[config.mk]
export PLATFORM = sky130hd
export DESIGN_NAME = fp_mul_pipe
export DESIGN_NICKNAME = d
export VERILOG_FILES = /design/src/rtl/fp_mul_pipe.sv
export SDC_FILE = /design/constraint.sdc
export NUM_CORES = 2
export LEC_CHECK = 0
export CAP_MARGIN = 20
export CORE_UTILIZATION = 47
export DETAILED_ROUTE_END_ITERATION = 12
export GPL_TIMING_DRIVEN = 1
export HOLD_SLACK_MARGIN = 0.12
export PLACE_DENSITY = 0.69
export SLEW_MARGIN = 20
export SYNTH_ARGS = -nofsm -noshare
export SYNTH_HDL_FRONTEND = slang
export SYNTH_SLANG_ARGS = --single-unit
[constraint.sdc]
create_clock -name clk -period 7.2 [get_ports clk]
set_input_delay 1.08 -clock clk [delete_from_list [all_inputs] [get_ports clk]]
set_output_delay 1.08 -clock clk [all_outputs]
set_load 0.1 [all_outputs]
[src/rtl/fp_mul_pipe.sv]
// fp_mul_pipe: three-stage floating-point multiplier with valid/ready flow control.
// S1 unpacks and classifies, S2 multiplies mantissas, S3 normalises, rounds and packs.
// Optional macro FP_MUL_PIPE_ROUND_EN: round-to-nearest-even when defined, truncation otherwise.

module fp_mul_pipe #(
  parameter int unsigned EXP_W = 8,
  parameter int unsigned MAN_W = 23
) (
  input  logic                 clk,
  input  logic                 rst,
  input  logic                 in_valid,
  output logic                 in_ready,
  input  logic [EXP_W+MAN_W:0] a,
  input  logic [EXP_W+MAN_W:0] b,
  output logic                 out_valid,
  input  logic                 out_ready,
  output logic [EXP_W+MAN_W:0] result,
  output logic [3:0]           flags
);

  localparam int unsigned W  = 1 + EXP_W + MAN_W;
  localparam int unsigned P  = 2 * (MAN_W + 1);
  localparam int unsigned EW = EXP_W + 2;
  localparam logic signed [EW-1:0] Bias  = EW'((1 << (EXP_W - 1)) - 1);
  localparam logic signed [EW-1:0] EMax  = EW'((1 << EXP_W) - 1);
  localparam logic signed [EW-1:0] EZero = '0;
  localparam logic [W-1:0] QNaN = {1'b0, {EXP_W{1'b1}}, 1'b1, {(MAN_W-1){1'b0}}};

  typedef enum logic [1:0] {KNorm, KZero, KInf, KNan} kind_e;

  logic advance;
  assign advance  = !out_valid || out_ready;
  assign in_ready = advance;

  // S1 combinational: field extraction and operand classification
  logic [EXP_W-1:0] ea, eb;
  logic [MAN_W-1:0] fa, fb;
  logic             zero_a, zero_b, inf_a, inf_b, nan_a, nan_b;
  logic signed [EW-1:0] e_sum;
  kind_e            kind_s1;

  assign ea     = a[W-2 -: EXP_W];
  assign eb     = b[W-2 -: EXP_W];
  assign fa     = a[MAN_W-1:0];
  assign fb     = b[MAN_W-1:0];
  assign zero_a = (ea == '0);
  assign zero_b = (eb == '0);
  assign inf_a  = (&ea) && (fa == '0);
  assign inf_b  = (&eb) && (fb == '0);
  assign nan_a  = (&ea) && (fa != '0);
  assign nan_b  = (&eb) && (fb != '0);
  assign e_sum  = $signed({2'b00, ea}) + $signed({2'b00, eb}) - Bias;

  // Special-case priority: NaN / inf*0 beats infinity beats zero
  always_comb begin
    kind_s1 = KNorm;
    if (nan_a || nan_b || (inf_a && zero_b) || (zero_a && inf_b)) begin
      kind_s1 = KNan;
    end else if (inf_a || inf_b) begin
      kind_s1 = KInf;
    end else if (zero_a || zero_b) begin
      kind_s1 = KZero;
    end
  end

  logic                 v1_q, s1_sign_q;
  kind_e                s1_kind_q;
  logic signed [EW-1:0] s1_exp_q;
  logic [MAN_W:0]       s1_ma_q, s1_mb_q;

  // S1 register: capture classified operands on advance
  always_ff @(posedge clk or posedge rst) begin
    if (rst) begin
      v1_q      <= 1'b0;
      s1_sign_q <= 1'b0;
      s1_kind_q <= KNorm;
      s1_exp_q  <= '0;
      s1_ma_q   <= '0;
      s1_mb_q   <= '0;
    end else if (advance) begin
      v1_q      <= in_valid;
      s1_sign_q <= a[W-1] ^ b[W-1];
      s1_kind_q <= kind_s1;
      s1_exp_q  <= e_sum;
      s1_ma_q   <= {1'b1, fa};
      s1_mb_q   <= {1'b1, fb};
    end
  end

  logic                 v2_q, s2_sign_q;
  kind_e                s2_kind_q;
  logic signed [EW-1:0] s2_exp_q;
  logic [P-1:0]         s2_prod_q;

  // S2 register: full-width mantissa product
  always_ff @(posedge clk or posedge rst) begin
    if (rst) begin
      v2_q      <= 1'b0;
      s2_sign_q <= 1'b0;
      s2_kind_q <= KNorm;
      s2_exp_q  <= '0;
      s2_prod_q <= '0;
    end else if (advance) begin
      v2_q      <= v1_q;
      s2_sign_q <= s1_sign_q;
      s2_kind_q <= s1_kind_q;
      s2_exp_q  <= s1_exp_q;
      s2_prod_q <= P'(s1_ma_q) * P'(s1_mb_q);
    end
  end

  // S3 combinational: normalise so the leading one sits just above sh[P-2]
  logic                 norm, guard_bit, sticky, inexact, round_up;
  logic [P-2:0]         sh;
  logic [MAN_W-1:0]     frac;
  logic [MAN_W:0]       frac_sum;
  logic signed [EW-1:0] e_fin;
  logic [W-1:0]         result_d;
  logic [3:0]           flags_d;

  assign norm      = s2_prod_q[P-1];
  assign sh        = norm ? s2_prod_q[P-2:0] : {s2_prod_q[P-3:0], 1'b0};
  assign frac      = sh[P-2 -: MAN_W];
  assign guard_bit = sh[MAN_W];
  assign sticky    = |sh[MAN_W-1:0];
  assign inexact   = guard_bit | sticky;
`ifdef FP_MUL_PIPE_ROUND_EN
  assign round_up  = guard_bit & (sticky | frac[0]);
`else
  assign round_up  = 1'b0;
`endif
  // A carry out of the fraction leaves it all-zero and bumps the exponent
  assign frac_sum  = {1'b0, frac} + (MAN_W+1)'(round_up);
  assign e_fin     = s2_exp_q + $signed(EW'(norm)) + $signed(EW'(frac_sum[MAN_W]));

  // S3 result selection: specials first, then range check on the rounded exponent
  always_comb begin
    result_d = '0;
    flags_d  = '0;
    unique case (s2_kind_q)
      KNan: begin
        result_d = QNaN;
        flags_d  = 4'b1000;
      end
      KInf:  result_d = {s2_sign_q, {EXP_W{1'b1}}, {MAN_W{1'b0}}};
      KZero: result_d = {s2_sign_q, {(W-1){1'b0}}};
      default: begin
        if (e_fin >= EMax) begin
          result_d = {s2_sign_q, {EXP_W{1'b1}}, {MAN_W{1'b0}}};
          flags_d  = 4'b0101;
        end else if (e_fin <= EZero) begin
          result_d = {s2_sign_q, {(W-1){1'b0}}};
          flags_d  = 4'b0011;
        end else begin
          result_d = {s2_sign_q, e_fin[EXP_W-1:0], frac_sum[MAN_W-1:0]};
          flags_d  = {3'b000, inexact};
        end
      end
    endcase
  end

  // Output register: holds result/flags while the consumer stalls
  always_ff @(posedge clk or posedge rst) begin
    if (rst) begin
      out_valid <= 1'b0;
      result    <= '0;
      flags     <= '0;
    end else if (advance) begin
      out_valid <= v2_q;
      result    <= result_d;
      flags     <= flags_d;
    end
  end

endmodule

# [Word-level counts from Yosys, hierarchy flattened]
# Cells that the tools add are included.
[word_totals] wordCells=58 in_bits=68 reg_bits=161
[classes] reduce_logical=23 addsub=3 eq_ne=3 mul=1 order_cmp=2 muxes=10 bitwise=2
[ops] operator="one-hot mux 32 bit (3 select lines)" n=1
[ops] operator="2-to-1 mux 31 bit" n=2
[ops] operator="multiplier 24 x 24 -> 48 bit" n=1
[ops] operator="2-to-1 mux 47 bit" n=1
[ops] operator="zero test 23 bit" n=2
[ops] operator="nonzero test 23 bit" n=2
[ops] operator="OR reduction 23 bit" n=1
[ops] operator="zero test 8 bit" n=2
[ops] operator="AND reduction 8 bit" n=2
[ops] operator="adder 10 x 2 -> 10 bit" n=1
[ops] operator="greater-or-equal comparator 10 x 9 -> 1 bit, second input constant" n=1
[ops] operator="<= comparator 10 x 1 -> 1 bit, second input constant" n=1
[ops] operator="subtractor 9 x 7 -> 10 bit, second input constant" n=1
[ops] operator="adder 8 x 8 -> 9 bit" n=1
[ops] operator="one-hot mux 4 bit (2 select lines)" n=1
[ops] operator="logical AND 1 bit" n=6
[ops] operator="logical OR 1 bit" n=6
[ops] operator="2-to-1 mux 2 bit" n=3
[ops] operator="equality test 2 bit, second input constant" n=2
[ops] operator="2-to-1 mux 3 bit" n=1
[ops] operator="equality test 2 x 1 -> 1 bit, second input constant" n=1
[ops] operator="OR reduction 2 bit" n=1
[ops] operator="zero test 1 bit" n=1
[ops] operator="2-to-1 mux 1 bit" n=1
[ops] operator="2 further kinds" n=2

# [Logic depth before layout (Yosys ltp)]
[logic_depth] ltp_word=6 ltp_mapped=28

# [Least setup slack after synthesis]
# No wires, ideal clock.
[synth_timing] kind="reg-to-reg" from="reg s1_mb_q[3]" to="reg s2_prod_q[44]" required_ns=7.113 t_arrival_ns=6.617 path_stages_with_launch=29 setup_ns=0.087 synth_period_minus_slack_ns=6.703 slack_ns=0.497 n_path_buf=3 path_cell_list="dfrtp_1 > clkbuf_1 > clkbuf_1 > nand2_1 > fa_1 > inv_1 > fa_1 > inv_1 > fa_1 > inv_1 > fa_1 > inv_1 > fa_1 > inv_1 > fa_1 > inv_1 > fa_1 > inv_1 > ha_1 > clkbuf_1 > nand2_1 > nor2_1 > nor4_1 > a2111oi_4 > o211ai_2 > a21oi_2 > o21ai_1 > mux2_4 > a211oi_2"
[synth_between] elab_chain_len=1
[synth_rtl] item="from (decl)" line_no="69" rtl="logic [MAN_W:0] s1_ma_q, s1_mb_q;"
[synth_rtl] item="from (signal assigned)" line_no="86" rtl="s1_mb_q <= {1'b1, fb};"
[synth_rtl] item="multiplier 24 x 24 -> 48 bit" line_no="108" rtl="s2_prod_q <= P'(s1_ma_q) * P'(s1_mb_q);"
[synth_rtl] item="to (signal assigned)" line_no="108"
[synth_rtl] item="to (decl)" line_no="93" rtl="logic [P-1:0] s2_prod_q;"
# Every way passes these cells.
# A chain may end at the register's enable or synchronous reset.

# [Worst setup path in the final report]
[layout_timing] from="reg s1_mb_q[20]" to="reg s2_prod_q[32]"
# The elaborated chain is that of the path after synthesis.

==> reports/metrics.yaml <==
status: "complete, no violations"
finalInstanceArea_sq_mm: 0.0288
syn_area_sq_mm: 0.0259
yosysMostFrequentCell: "nand2_1"
ant_nets: 0
synthesis.nets: 3675
place_area_sq_mm: 0.0281
hpwl_um: 56400
crit_path_max_fanout: 16
die_h_um: 237
synth-xor-area-share_pct: 1.86
yosysSeqAreaShare_pct: 15.4
grt_pass1_vias: 21300
grt_max_degree: 101
hold_buffers: 0
setup_viol_count_final: 0
viasPerCell: 5.31
start_kind: "flip-flop"
fin_skew_ps: 24.2
grt_overflow_total: 0
boundaryPins: 106
yosys-top-cells-count: "nand2_1, inv_1, fa_1, and2_1, ha_1"
fin_tns_setup_ps: 0
hold_ws_ps: 472
timing.final.hold_violations: 0
vias: 19700
start_util_pct: 47.9
path_class: "reg2reg"
clockRootBuffer: "clkbuf_16"
insertion_delay_ps: 460
n_fill_cell: 4842
first_iter_violations: 1400
die_x_um: 237
yosys.area_share.simple_pct: 18.7
yosysWarnings: 0
area_growth_pct: 11.1
synth_area_per_cell_sq_um: 8.84
port_buffers: 105
critPathArrivalTime_ps: 7300
cp-end-kind: "flip-flop"
synth_top_family_by_area: "adder cells"
clk_pin_slew_worst_paths_ps: 70
final_nets: 3742
ys_ff_latch: 160
ctsLongestPathBuffers: 2
drv_cap: 0
tritoncts: "built"
rsz0062_at_grt: "yes"
grtUsageTotal_pct: 26.1
antenna_found_initial: 1
regArea_sq_mm: 0.00405
drt_pass1_iterations: 6
die_area_sq_mm: 0.0561
synth.distinct_cells: 58
place_congestion: 0.942
yosys-top-cells-area: "fa_1, dfrtp_1, ha_1, nand2_1, inv_1"
fp-row-count: 85
synth-main-ff-cell: "dfrtp_1"
drcViolationCount: 0
cp.required_ps: 7480
antenna_cells: 0
htree_levels: 4
post-route-min-period_ps: 7020
grt_pass1_wl_um: 115000
yosys.area_share.adder_pct: 46.5
synth-edff-count: 0
muxShareOfSynthArea_pct: 0.989
slew_viol_final: 0
hp-class: "reg2reg"
async_flop_share_pct: 100
coreArea_sq_mm: 0.0541
drt_wl_total_um: 68500
fmax_ghz: 0.143
synth_top_area_share_pct: 37.3
synth_cells: 2933
post_drt_wl_per_cell_um: 18.5
clock_sinks: 160
drive_above_1_share_pct: 6.21
synth_top_area_cell: "fa_1"
finalCritPeriodShare_pct: 97.4
synth_compound_area_share_pct: 5.98
tightest_slew_ps: 1040
multi_input_comb_area_sq_mm: 0.0193
cts_buffers: 17
slew_headroom_pct: 30.3
## flip-flops by register name (all words and copies together) (netlist names)
signal and flops:
flags 4, out_valid 1, result 32, s1_exp_q 10, s1_kind_q 2, s1_ma_q 24, s1_mb_q 23, s1_sign_q 1
s2_exp_q 10, s2_kind_q 2, s2_prod_q 48, s2_sign_q 1, v1_q 1, v2_q 1
## metal layers
layer	vias to the layer above	share of wire [%]	GRT usage [%]	wire, um
met5	-	0	0	0
met4	0	1.4	5.16	982
met3	65	7.2	4.59	4940
met2	612	46	41.5	31800
met1	10100	45	37.4	30800
li1	8937	-	-	-
## final cells by class
type	instances	area share [%]
multi-input cells	2047	66.9
clock inverters	15	0.625
repair buffers	206	6.55
well taps	696	3.02
inverters	568	7.43
clock buffers	17	1.48
flip-flops and latches	160	14.0
## final timing paths
| kind | cells past startpoint | start | to | slack [ps] |
|---|---|---|---|---|
| setup / recovery | 20 | s1_mb_q[20]$_DFFE_PP0P_ | s2_prod_q[32]$_DFFE_PP0P_ | 180 |
| hold / removal | 2 | s2_prod_q[4]$_DFFE_PP0P_ | s2_prod_q[4]$_DFFE_PP0P_ | 470 |
| setup reg to reg | 20 | s1_mb_q[20]$_DFFE_PP0P_ | s2_prod_q[32]$_DFFE_PP0P_ | 180 |
| hold reg to reg | 2 | s2_prod_q[4]$_DFFE_PP0P_ | s2_prod_q[4]$_DFFE_PP0P_ | 470 |
| max in group asynchronous | 3 | rst | s1_ma_q[17]$_DFFE_PP0P_ | 4720 |
| min in group asynchronous | 2 | rst | s1_kind_q[1]$_DFFE_PP0P_ | 1120 |
## stage by stage
step | util [%] | instances | worst slack, ps
after floorplan | - | 2933 | 497
after global placement | 51.9 | 3675 | 69.1
after detailed placement | 51.9 | 3675 | -19.3
after CTS | 53.0 | 3707 | 5.22
after global routing | 53.2 | 3709 | -21.4
final | 53.2 | 3709 | 184
## cell families after synthesis
family,Yosys count
AO/OA/AOI/OAI,251
XOR/XNOR,55
adder cells (fa/ha/maj),674
buffers and inverters,726
flip-flops,160
multiplexers,25
AND/OR/NAND/NOR,1042
## placed cells by master (no fill, tap or decap), types with 27 or more instances in the layout
| cell | count |
|---|---|
| a21o_1 | 29 |
| a21oi_1 | 80 |
| and2_1 | 287 |
| buf_4 | 93 |
| clkdlybuf4s50_1 | 105 |
| dfrtp_1 | 131 |
| dfrtp_2 | 27 |
| fa_1 | 483 |
| ha_1 | 188 |
| inv_1 | 566 |
| nand2_1 | 588 |
| nand3_1 | 28 |
| nor2_1 | 68 |
| o21ai_0 | 67 |
| xnor2_1 | 32 |
## critical path, cell delays in order (launching register included)
cell and delay (ps):
dfrtp_1 820, nand2_1 170, fa_1 530, inv_1 60, fa_1 580, fa_1 450, fa_1 530, fa_1 430
fa_1 560, inv_1 70, fa_1 470, inv_1 40, ha_1 350, a21o_1 210, a21oi_1 320, a21boi_0 280
a31oi_1 90, a31oi_1 250, o21ai_0 180, xnor2_1 320, a21oi_1 110
## what timing repair did
action	CTS	global route
setup endpoints to repair	2	18
resized for setup	3	41
pin swaps	0	4
setup buffers	0	2
Power is left out: the tool's default activity adds up to more than one toggle a clock period on the data nets, which glitch-free logic cannot reach.
